===== config.mk =====
export PLATFORM = sky130hd
export DESIGN_NAME = datapath_controller
export DESIGN_NICKNAME = d
export VERILOG_FILES = /design/src/rtl/datapath_ctrl_pkg.sv /design/src/rtl/datapath_ctrl_decode.sv /design/src/rtl/datapath_controller.sv
export SDC_FILE = /design/constraint.sdc
export NUM_CORES = 1
export LEC_CHECK = 0
export CORE_MARGIN = 2
export CORE_UTILIZATION = 45
export DETAILED_ROUTE_END_ITERATION = 10
export PLACE_DENSITY = 0.9
export SKIP_LAST_GASP = 1
export SLEW_MARGIN = 0
export SYNTH_ARGS = -nofsm -noshare
export SYNTH_HDL_FRONTEND = slang
export SYNTH_SLANG_ARGS = --single-unit

===== constraint.sdc =====
create_clock -name clk -period 2.8 [get_ports clk]
set_clock_uncertainty 0.2 [all_clocks]
set_input_delay 0.56 -clock clk [delete_from_list [all_inputs] [get_ports clk]]
set_output_delay 0.56 -clock clk [all_outputs]
set_load 0.05 [all_outputs]

===== src/rtl/datapath_ctrl_pkg.sv =====
// Shared types and field positions for the datapath sequencer.
// Imported by the decoder and the controller top.
package datapath_ctrl_pkg;

  typedef enum logic [2:0] {
    OP_ADD  = 3'b000,
    OP_SUB  = 3'b001,
    OP_EQ   = 3'b010,
    OP_AND  = 3'b011,
    OP_MOV  = 3'b100,
    OP_LOAD = 3'b101,
    OP_OUT  = 3'b110,
    OP_NOP  = 3'b111
  } opcode_e;

  typedef enum logic [1:0] {
    ST_IDLE   = 2'd0,
    ST_ISSUE  = 2'd1,
    ST_COMMIT = 2'd2
  } state_e;

  localparam int COND_BIT = 15;
  localparam int OPC_MSB  = 14;
  localparam int OPC_LSB  = 12;
  localparam int WA_MSB   = 11;
  localparam int WA_LSB   = 8;
  localparam int RAA_MSB  = 7;
  localparam int RAA_LSB  = 4;
  localparam int RAB_MSB  = 3;
  localparam int RAB_LSB  = 0;

  localparam int CTRL_OUT_EN  = 0;
  localparam int CTRL_WSRC_IN = 1;

endpackage


===== src/rtl/datapath_ctrl_decode.sv =====
// Combinational opcode decode: ALU op, write/flag classes, Ctrl bits and InPort select.
// Ctrl[0] is reported for OUT here; the controller restricts it to COMMIT.
module datapath_ctrl_decode
  import datapath_ctrl_pkg::*;
(
  input  logic [2:0] opc,
  input  logic [2:0] rab_lo,
  output logic [2:0] op,
  output logic       writes,
  output logic       sets_flag,
  output logic [7:0] ctrl,
  output logic [3:0] sel
);

  always_comb begin
    op        = opc;
    writes    = 1'b0;
    sets_flag = 1'b0;
    ctrl      = '0;
    sel       = '0;
    case (opcode_e'(opc))
      OP_ADD, OP_SUB: begin
        writes    = 1'b1;
        sets_flag = 1'b1;
      end
      OP_AND, OP_MOV: writes = 1'b1;
      OP_EQ:          sets_flag = 1'b1;
      OP_LOAD: begin
        // InPort byte passes through the ALU as a MOV into WA
        writes             = 1'b1;
        op                 = OP_MOV;
        sel                = {1'b0, rab_lo};
        ctrl[CTRL_WSRC_IN] = 1'b1;
      end
      OP_OUT: begin
        op                = OP_MOV;
        ctrl[CTRL_OUT_EN] = 1'b1;
      end
      default: ;
    endcase
  end

endmodule


===== src/rtl/datapath_controller.sv =====
// Three-state sequencer (IDLE -> ISSUE -> COMMIT) turning 16-bit instructions into
// register-file/ALU controls, with a sticky flag for predicated execution.
module datapath_controller
  import datapath_ctrl_pkg::*;
#(
  parameter int INSTR_W = 16,
  parameter int CNT_W   = 16
) (
  input  logic               clk,
  input  logic               rst,
  input  logic               instr_valid,
  input  logic [INSTR_W-1:0] instr,
  output logic               instr_ready,
  input  logic               Flag,
  output logic [2:0]         Op,
  output logic [3:0]         RAA,
  output logic [3:0]         RAB,
  output logic [3:0]         WA,
  output logic               Wen,
  output logic [3:0]         Sel,
  output logic [7:0]         Ctrl,
  output logic               flag_q,
  output logic [CNT_W-1:0]   retired,
  output logic [CNT_W-1:0]   squashed
);

  state_e             state_q, state_d;
  logic [INSTR_W-2:0] instr_p0;
  logic               squash_p0;
  logic               hs;

  logic [2:0] dec_op;
  logic       dec_writes;
  logic       dec_sets_flag;
  logic [7:0] dec_ctrl;
  logic [3:0] dec_sel;

  assign hs = instr_valid && instr_ready;

  datapath_ctrl_decode u_decode (
    .opc       (instr_p0[OPC_MSB:OPC_LSB]),
    .rab_lo    (instr_p0[RAB_LSB+2:RAB_LSB]),
    .op        (dec_op),
    .writes    (dec_writes),
    .sets_flag (dec_sets_flag),
    .ctrl      (dec_ctrl),
    .sel       (dec_sel)
  );

  always_ff @(posedge clk) begin
    if (rst) state_q <= ST_IDLE;
    else     state_q <= state_d;
  end

  // Handshake boundary: instruction word captured, predicate resolved against flag_q now
  always_ff @(posedge clk) begin
    if (hs) instr_p0 <= instr[INSTR_W-2:0];
  end

  always_ff @(posedge clk) begin
    if (rst)     squash_p0 <= 1'b0;
    else if (hs) squash_p0 <= instr[COND_BIT] && !flag_q;
  end

  // Commit boundary: flag capture and retirement accounting
  always_ff @(posedge clk) begin
    if (rst) begin
      flag_q   <= 1'b0;
      retired  <= '0;
      squashed <= '0;
    end else if (state_q == ST_COMMIT) begin
      if (squash_p0) begin
        squashed <= squashed + CNT_W'(1);
      end else begin
        retired <= retired + CNT_W'(1);
        if (dec_sets_flag) flag_q <= Flag;
      end
    end
  end

  always_comb begin
    state_d     = state_q;
    instr_ready = 1'b0;
    Op          = '0;
    RAA         = '0;
    RAB         = '0;
    WA          = '0;
    Wen         = 1'b0;
    Sel         = '0;
    Ctrl        = '0;
    case (state_q)
      ST_IDLE: begin
        instr_ready = 1'b1;
        if (instr_valid) state_d = ST_ISSUE;
      end
      ST_ISSUE, ST_COMMIT: begin
        Op                 = dec_op;
        RAA                = instr_p0[RAA_MSB:RAA_LSB];
        RAB                = instr_p0[RAB_MSB:RAB_LSB];
        WA                 = instr_p0[WA_MSB:WA_LSB];
        Sel                = dec_sel;
        Ctrl[CTRL_WSRC_IN] = dec_ctrl[CTRL_WSRC_IN] && !squash_p0;
        if (state_q == ST_ISSUE) begin
          state_d = ST_COMMIT;
        end else begin
          // rst in COMMIT aborts the instruction before its strobes reach the datapath
          Wen               = dec_writes && !squash_p0 && !rst;
          Ctrl[CTRL_OUT_EN] = dec_ctrl[CTRL_OUT_EN] && !squash_p0 && !rst;
          state_d           = ST_IDLE;
        end
      end
      default: state_d = ST_IDLE;
    endcase
  end

endmodule


* Word-level counts from Yosys, hierarchy flattened
Index checks and enable logic that the tools add are counted.
** Word-level totals
- Bits in registers :: 51
- Output and inout port bits :: 62
- Word-level logic and storage cells :: 56
** Cells by class
- $add $sub $neg :: 2
- Equality and inequality tests :: 9
- Multiplexer cells :: 19
- Bitwise logic cells :: 1
- Reductions and logical operators :: 19
** Operators with widths (number)
- 16-bit by 1-bit adder with 16-bit output (second input constant) :: 2
- 4-bit 2-to-1 mux :: 4
- 3-bit == test (second input constant) :: 3
- 3-bit 2-to-1 mux :: 3
- 1-bit 2-to-1 mux :: 8
- 1-bit logical AND :: 7
- 3-bit by 2-bit == test with 1-bit output (second input constant) :: 2
- 2-bit 2-to-1 mux :: 3
- 5-bit OR reduction :: 1
- 2-bit one-hot mux with 2 select lines :: 1
- 2-bit AND reduction :: 2
- 2-bit OR reduction :: 2
- 3-bit by 1-bit == test with 1-bit output (second input constant) :: 1
- 1-bit zero test :: 3
- 3-bit zero test :: 1
- 3-bit AND reduction :: 1
- 3-bit OR reduction :: 1
- 2-bit by 1-bit == test with 1-bit output (second input constant) :: 1
- 2-bit == test (second input constant) :: 1
- 2-bit zero test :: 1
- 2-bit inequality test (second input constant) :: 1
- 1-bit inverter :: 1

* Depth between registers and ports, before layout
- Depth in word-level cells :: 7
- Gate-level depth with buffers :: 6

* Cells and area by module
A second synthesis with hierarchy kept.
** Second synthesis, totals
- Cells, all modules :: 258
- Area, all modules :: 2442.3 µm²
** By module, submodules not included
- datapath_controller :: instances 1, cells each 237, area an instance 2313.5 µm²
- datapath_ctrl_decode :: instances 1, cells each 21, area an instance 128.9 µm²

* Worst setup path before layout
No wires, ideal clock.
- Path kind :: flip-flop to output port
- Start :: reg state_q[0]
- End :: out Wen
- Data arrival time :: 2.455 ns
- Data required time :: 2.040 ns
- Slack :: -0.415 ns
- Cell stages (with the launch flop) :: 5
- Path buffers :: 0
- Path through :: dfxtp_1 > inv_1 > ha_1 > nand2b_1 > nor4b_1
** On the way
- Longest elaborated chain between the ends :: 3
** RTL lines
- start: declaration :: RTL line datapath_controller.sv:27 : state_e state_q, state_d;
- start signal: assignment :: RTL line datapath_controller.sv:52 : else state_q <= state_d;
- 2-bit by 1-bit == test with 1-bit output / 2-bit == test (equally long branches) :: RTL line datapath_controller.sv:91, datapath_controller.sv:103
- 1-bit 2-to-1 mux / 2-bit OR reduction (equally long branches) :: RTL line datapath_controller.sv:103, datapath_controller.sv:91
- 1-bit 2-to-1 mux (*) :: RTL line datapath_controller.sv:91 : case (state_q)
- end: declaration :: RTL line datapath_controller.sv:19 : output logic Wen,
Mark *: on every way between the ends. The rest lies on a longest branch, timed or not.

* Worst setup path after layout
- Start :: reg state_q[0]
- End :: out Ctrl[0]
** On the way
- Longest elaborated chain between the ends :: 3
** RTL lines
- 2-bit by 1-bit == test with 1-bit output / 2-bit == test (equally long branches) :: RTL line datapath_controller.sv:91, datapath_controller.sv:103
- 1-bit 2-to-1 mux / 2-bit OR reduction (equally long branches) :: RTL line datapath_controller.sv:103, datapath_controller.sv:91
- 2-bit 2-to-1 mux (*) :: RTL line datapath_controller.sv:91
- end: declaration :: RTL line datapath_controller.sv:21 : output logic [7:0] Ctrl,
Marked as above.

==> metrics.cfg <==
[critical_path]
setup.worst_path.class=reg -> out
cpLargestDelayFamily=simple AND/OR/NAND/NOR gates
arrival_ns=1.78
slowest_stage=dfxtp_1
crit_fanout=3
path_buf_inv=2
crit_chain=inv_1 -> ha_1 -> nand2b_1 -> nor3_1 -> and4_1 -> buf_12
startpoint_type=register
required_ns=2.04
max_stage_delay_ns=0.39
cp-end-kind=output port

[yosys]
yosys_warnings=0
netlist_instances=243
synth_seq_cells=51
synth.yosys.seq_area_share=0.501
syn_avg_cell_area_um2=9.62
synthesis.area_mm2=0.00234
synth_cell_types=37

[detailed_routing]
drc=0
dr.pass1.iters=4
ant_nets=0
wire_per_inst_um=12.3
routed_wl_um=4810
vias_per_cell=4.89
num_vias=1913
drt-initial-drc-count=61

[layout]
diodes=0
final_cell_area_mm2=0.00319
multi_input_area_mm2=0.00108
regArea_mm2=0.00117
drive_above_1_share=0.118
nFillCells=441
final_nets=345
fin_cells=391
syn_to_final_growth_pct=36.6

[clock_tree]
postCtsSetupBuffers=0
clkTransAtPathRegs_ns=0.08
cts_tree=done
numCtsBuffers=5
holdBufCountCts=0
h-tree-depth=2
clockRootBuffer=clkbuf_8
clock_path_buffers=2
numClockSinks=51
cts_resized=0
clock_latency_ns=0.30

[job]
drv_cap=0

[die]
io_pins=82
core_mm2=0.00507
rows=26
initial_utilization=0.461
die_h_um=76.1
die-area_mm2=0.00579
dieWidth_um=76.1

[global_route]
grt_pass1_wl_um=8130
grt_max_degree=41
overflow=0
grt_antenna_before_repair=0
grt_pass1_vias=1857
grt_usage=0.171

[power]
peakVddDrop_uv=300
powerDensity_mw_per_mm2=461
p_leak_nw=1.22

[timing]
period_needed_ns=2.54
final.period_utilization=0.905
tightest_slew_ns=0.520
slew_headroom=0.652
fmax_ghz=0.394
setup_tns_ns=0
hold_viol=0
hold_ws_ns=0.290
setup-violations-final=0
slew_viol_final=0
rsz0062_at_grt=no

[placement]
gp_congestion=0.778
numPortBuffers=74
dp.cells=383
dpl_cell_area_mm2=0.00311
dp.final_hpwl_um=3590

[worst_hold_path]
hold_class=reg -> reg

[run_status]
status=finished, final reports clean

-- synthesized netlist by cell type --
cell type / instances / area [um^2]
nand2b_1: 2 / 12.5
xor2_1: 7 / 61.3
clkbuf_1: 4 / 15.0
nor4b_1: 1 / 8.76
buf_2: 1 / 5.00
o31ai_1: 1 / 7.51
xnor2_1: 14 / 123
and2_1: 11 / 68.8
or2_4: 1 / 8.76
mux2_2: 4 / 45.0
buf_1: 1 / 3.75
nand3b_4: 1 / 20.0
nand2_1: 18 / 67.6
a21oi_1: 9 / 45.0
mux2i_1: 4 / 40.0
conb_1: 1 / 3.75
and3_1: 1 / 6.26
ha_1: 5 / 62.6
nand4_1: 6 / 37.5
inv_1: 10 / 37.5
nand4_4: 1 / 21.3
or4_1: 1 / 7.51
o21ai_0: 5 / 25.0
nor3_1: 8 / 40.0
nand3_1: 11 / 55.1
nor2_1: 37 / 139
nand4b_1: 1 / 8.76
and4_1: 3 / 26.3
nor3b_1: 1 / 7.51
buf_4: 7 / 52.6
and4b_1: 1 / 10.0
nor2b_1: 6 / 37.5
edfxtp_1: 15 / 450
nor4_2: 1 / 12.5
nor4_1: 3 / 18.8
dfxtp_1: 36 / 721
or3_1: 4 / 25.0
-- worst min-delay path: stages (launching register included) --
cell and delay [ns]:
dfxtp_1 0.33, o31ai_1 0.07, a21oi_1 0.06
-- placed cells by master (no fill, tap or decap), types with 2 or more instances in the layout --
| master | count |
|---|---|
| buf_12 | 2 |
| and2_1 | 11 |
| mux2_2 | 4 |
| nand2b_1 | 2 |
| xnor2_1 | 14 |
| nand3_1 | 11 |
| nand2_1 | 18 |
| buf_4 | 22 |
| a21oi_1 | 9 |
| nor4_1 | 3 |
| clkdlybuf4s50_1 | 53 |
| conb_1 | 7 |
| edfxtp_1 | 15 |
| clkbuf_8 | 5 |
| nor2b_1 | 6 |
| ha_1 | 5 |
| nor3_1 | 8 |
| o21ai_0 | 5 |
| nor2_1 | 37 |
| dfxtp_1 | 36 |
| xor2_1 | 7 |
| inv_1 | 10 |
| or3_1 | 4 |
| nand4_1 | 6 |
| clkinv_1 | 2 |
| mux2i_1 | 4 |
| and4_1 | 3 |
-- final timing paths --
kind	start	end	slack, ns	cells past startpoint
setup reg to reg	state_q[0]	squashed[15]	0.63	6
setup / recovery	state_q[0]	Ctrl[0]	0.26	6
hold reg to reg	retired[15]	retired[15]	0.29	2
hold / removal	retired[15]	retired[15]	0.29	2
-- final cells by class --
class	instances	share of cell area
clock buffers	6	0.0227
clock inverters	2	0.00235
inverters	10	0.0118
multi-input cells	175	0.339
flip-flops and latches	51	0.367
well taps	70	0.0274
repair buffers	77	0.230
-- report_power, final --
group,switching (mW),internal [mW]
registers,0.0140,0.785
logic,0.189,0.0937
clock network,0.219,0.171
total,0.423,1.05
-- metal layers --
metal	global-route usage	wire (um)	vias up
li1	-	-	962
met1	0.198	2020	900
met2	0.306	2520	44
met3	0.0391	192	7
met4	0.0655	74	0
met5	0	0	-
-- kinds of logic after synthesis --
| logic type | synth area share |
|---|---|
| multiplexers | 0.0364 |
| flip-flops | 0.501 |
| buffers and inverters | 0.0487 |
| XOR/XNOR | 0.0787 |
| other | 0.00160 |
| adder cells (fa/ha/maj) | 0.0268 |
| AND/OR/NAND/NOR | 0.274 |
| AO/OA/AOI/OAI | 0.0332 |
-- flip-flops by register name, indices dropped and copies added, names as in the netlist --
name and cells:
retired 16, squashed 16, instr_p0 15, state_q 2, flag_q 1, squash_p0 1
-- per-stage QoR --
step                      setup slack [ns]  total power [mW]  utilization
after floorplan                      0.257              1.01            -
after global placement               0.388              1.09        0.613
after detailed placement             0.365              1.10        0.613
after CTS                            0.250              1.49        0.629
after global routing                 0.149              1.54        0.629
final                                0.265              1.47        0.629
Power figures use the tool's default switching activity.
==> edit (config.mk and constraints unchanged) <==
Register the output `retired` once more, cleared by the reset; this adds one clock of latency there. The other outputs are not delayed to match.
--- a/src/rtl/datapath_controller.sv
+++ b/src/rtl/datapath_controller.sv
@@ -24,4 +24,6 @@
   output logic [CNT_W-1:0]   squashed
 );
+
+  logic [CNT_W-1:0] retired_s0;
 
   state_e             state_q, state_d;
@@ -67,5 +69,5 @@
     if (rst) begin
       flag_q   <= 1'b0;
-      retired  <= '0;
+      retired_s0 <= '0;
       squashed <= '0;
     end else if (state_q == ST_COMMIT) begin
@@ -73,5 +75,5 @@
         squashed <= squashed + CNT_W'(1);
       end else begin
-        retired <= retired + CNT_W'(1);
+        retired_s0 <= retired_s0 + CNT_W'(1);
         if (dec_sets_flag) flag_q <= Flag;
       end
@@ -114,4 +116,12 @@
   end
 
+  always_ff @(posedge clk) begin
+    if (rst) begin
+      retired <= '0;
+    end else begin
+      retired <= retired_s0;
+    end
+  end
+
 endmodule
 
Check against the original RTL: not equivalent (a bounded check fails within 4 cycles, from zero or initial values and one cycle with rst high).
==> edit against the original RTL <==
  * Register-to-register slack got worse by 0.02 ns
  * Combinational power fell by 1%
  * Final area rose by 16%
  * Area after synthesis rose by 19%
  * Power rose by 39%
  * Fmax rose by 0.37%
  * Global-route usage rose by 0.46 points
  * Core utilization fell by 0.48 points
  * First-iteration DRC count rose by 110%
  * Highest routed layer unchanged
  * Largest power group unchanged
  * Largest cell class unchanged
  * Worst setup slack improved by 0.0094 ns
  * Wire length rose by 15%
  * Sequential cell count rose by 16
==> edit: results <==
set metrics [dict create \
    clkLatencyLatePin_ns 0.34 \
    synth_cell_types 38 \
    grt_pass1_wl_mm 8.83 \
    p_comb_w 0.000279 \
    max_stage_delay_ns 0.82 \
    wl_met3_um 218 \
    wl_met1_mm 2.35 \
    synth_common_cells "52 x dfxtp_1, 36 x nor2_1, 21 x nor2b_1" \
    synth_top_cells_by_area "dfxtp_1 37%, edfxtp_1 16%, nor2_1 4.9%, nor2b_1 4.7%, xor2_1 3.5%" \
    grt_use_met3_pct 3.59 \
    pwr-share-clk_pct 36.1 \
    gp_congestion 0.833 \
    fin_nets 379 \
    htreeDepth 3 \
    p_comb_share_pct 13.6 \
    avgRoutedWirePerCell_um 12.7 \
    crit_family "buffers and inverters" \
    yosysSeqAreaShare_pct 53.5 \
    reg.largest.list "retired: 16 flops, retired_s0: 16 flops, squashed: 16 flops" \
    slowest_stage "clkdlybuf4s50_1" \
    drt_first_iter_violations 128 \
    drive_above_1_share_pct 13.6 \
    grt_use_total_pct 17.5 \
    met2_usage_pct 28.1 \
    grt_pass1_vias 1887 \
    ir_drop_uv 394 \
    met1_usage_pct 21.3 \
    vias_per_cell 4.90 \
    p_leak_nw 1.45 \
    grt_max_degree 57 \
    swShare_pct 27.5 \
    run_status "finished clean" \
    wl_met2_mm 2.79 \
    dp_slack_ns 0.610 \
    path_max_fanout 4 \
]
-- edit: cell count changes after synthesis, sizes merged, moves of 2 or more --
| cell | before | now |
|---|---|---|
| xnor2 | 14 | 10 |
| nand4 | 7 | 9 |
| buf | 9 | 12 |
| a21oi | 9 | 7 |
| nor2b | 6 | 21 |
| dfxtp | 36 | 52 |
| xor2 | 7 | 11 |
| or3 | 4 | 2 |
-- edit: final timing paths --
path                                                   from                         to  slack (ns)  depth (start not counted)
worst max-delay path                state_q[0]$_SDFFE_PP0P_                instr_ready        0.27                          3
worst min-delay path            retired_s0[15]$_SDFFE_PP0P_     retired[15]$_SDFF_PP0_        0.30                          1
worst max register to register      state_q[0]$_SDFFE_PP0P_  squashed[15]$_SDFFE_PP0P_        0.61                          6
worst min register to register  retired_s0[15]$_SDFFE_PP0P_     retired[15]$_SDFF_PP0_        0.30                          1
-- edit: layout make-up --
type,count,area [µm²]
clock inverters,5,33.8
flip-flops and latches,67,1490
fillers,506,2240
clock buffers,11,153
well taps,75,93.8
inverters,10,37.5
repair buffers,77,718
multi-input cells,189,1190
-- edit: logic make-up after synthesis --
logic type                 synth area share [%]
buffers and inverters                      4.72
DFF                                        53.5
and+or+nand+nor                            27.0
other                                     0.135
muxes                                      3.46
xor gates and xnor gates                   6.60
AOI/OAI and AO/OA                          2.25
adders and majority gates                  2.25
-- edit: per-stage QoR --
step / hold slack (ns) / util (%) / area [µm²] / instances
final: 0.295 / 62.4 / 3720 / 434
after detailed placement: 0.289 / 59.3 / 3530 / 418
after floorplan: 0.257 / - / 2810 / 283
after CTS: 0.299 / 62.4 / 3720 / 434
after global placement: 0.270 / 59.3 / 3530 / 418
after global routing: 0.327 / 62.4 / 3720 / 434
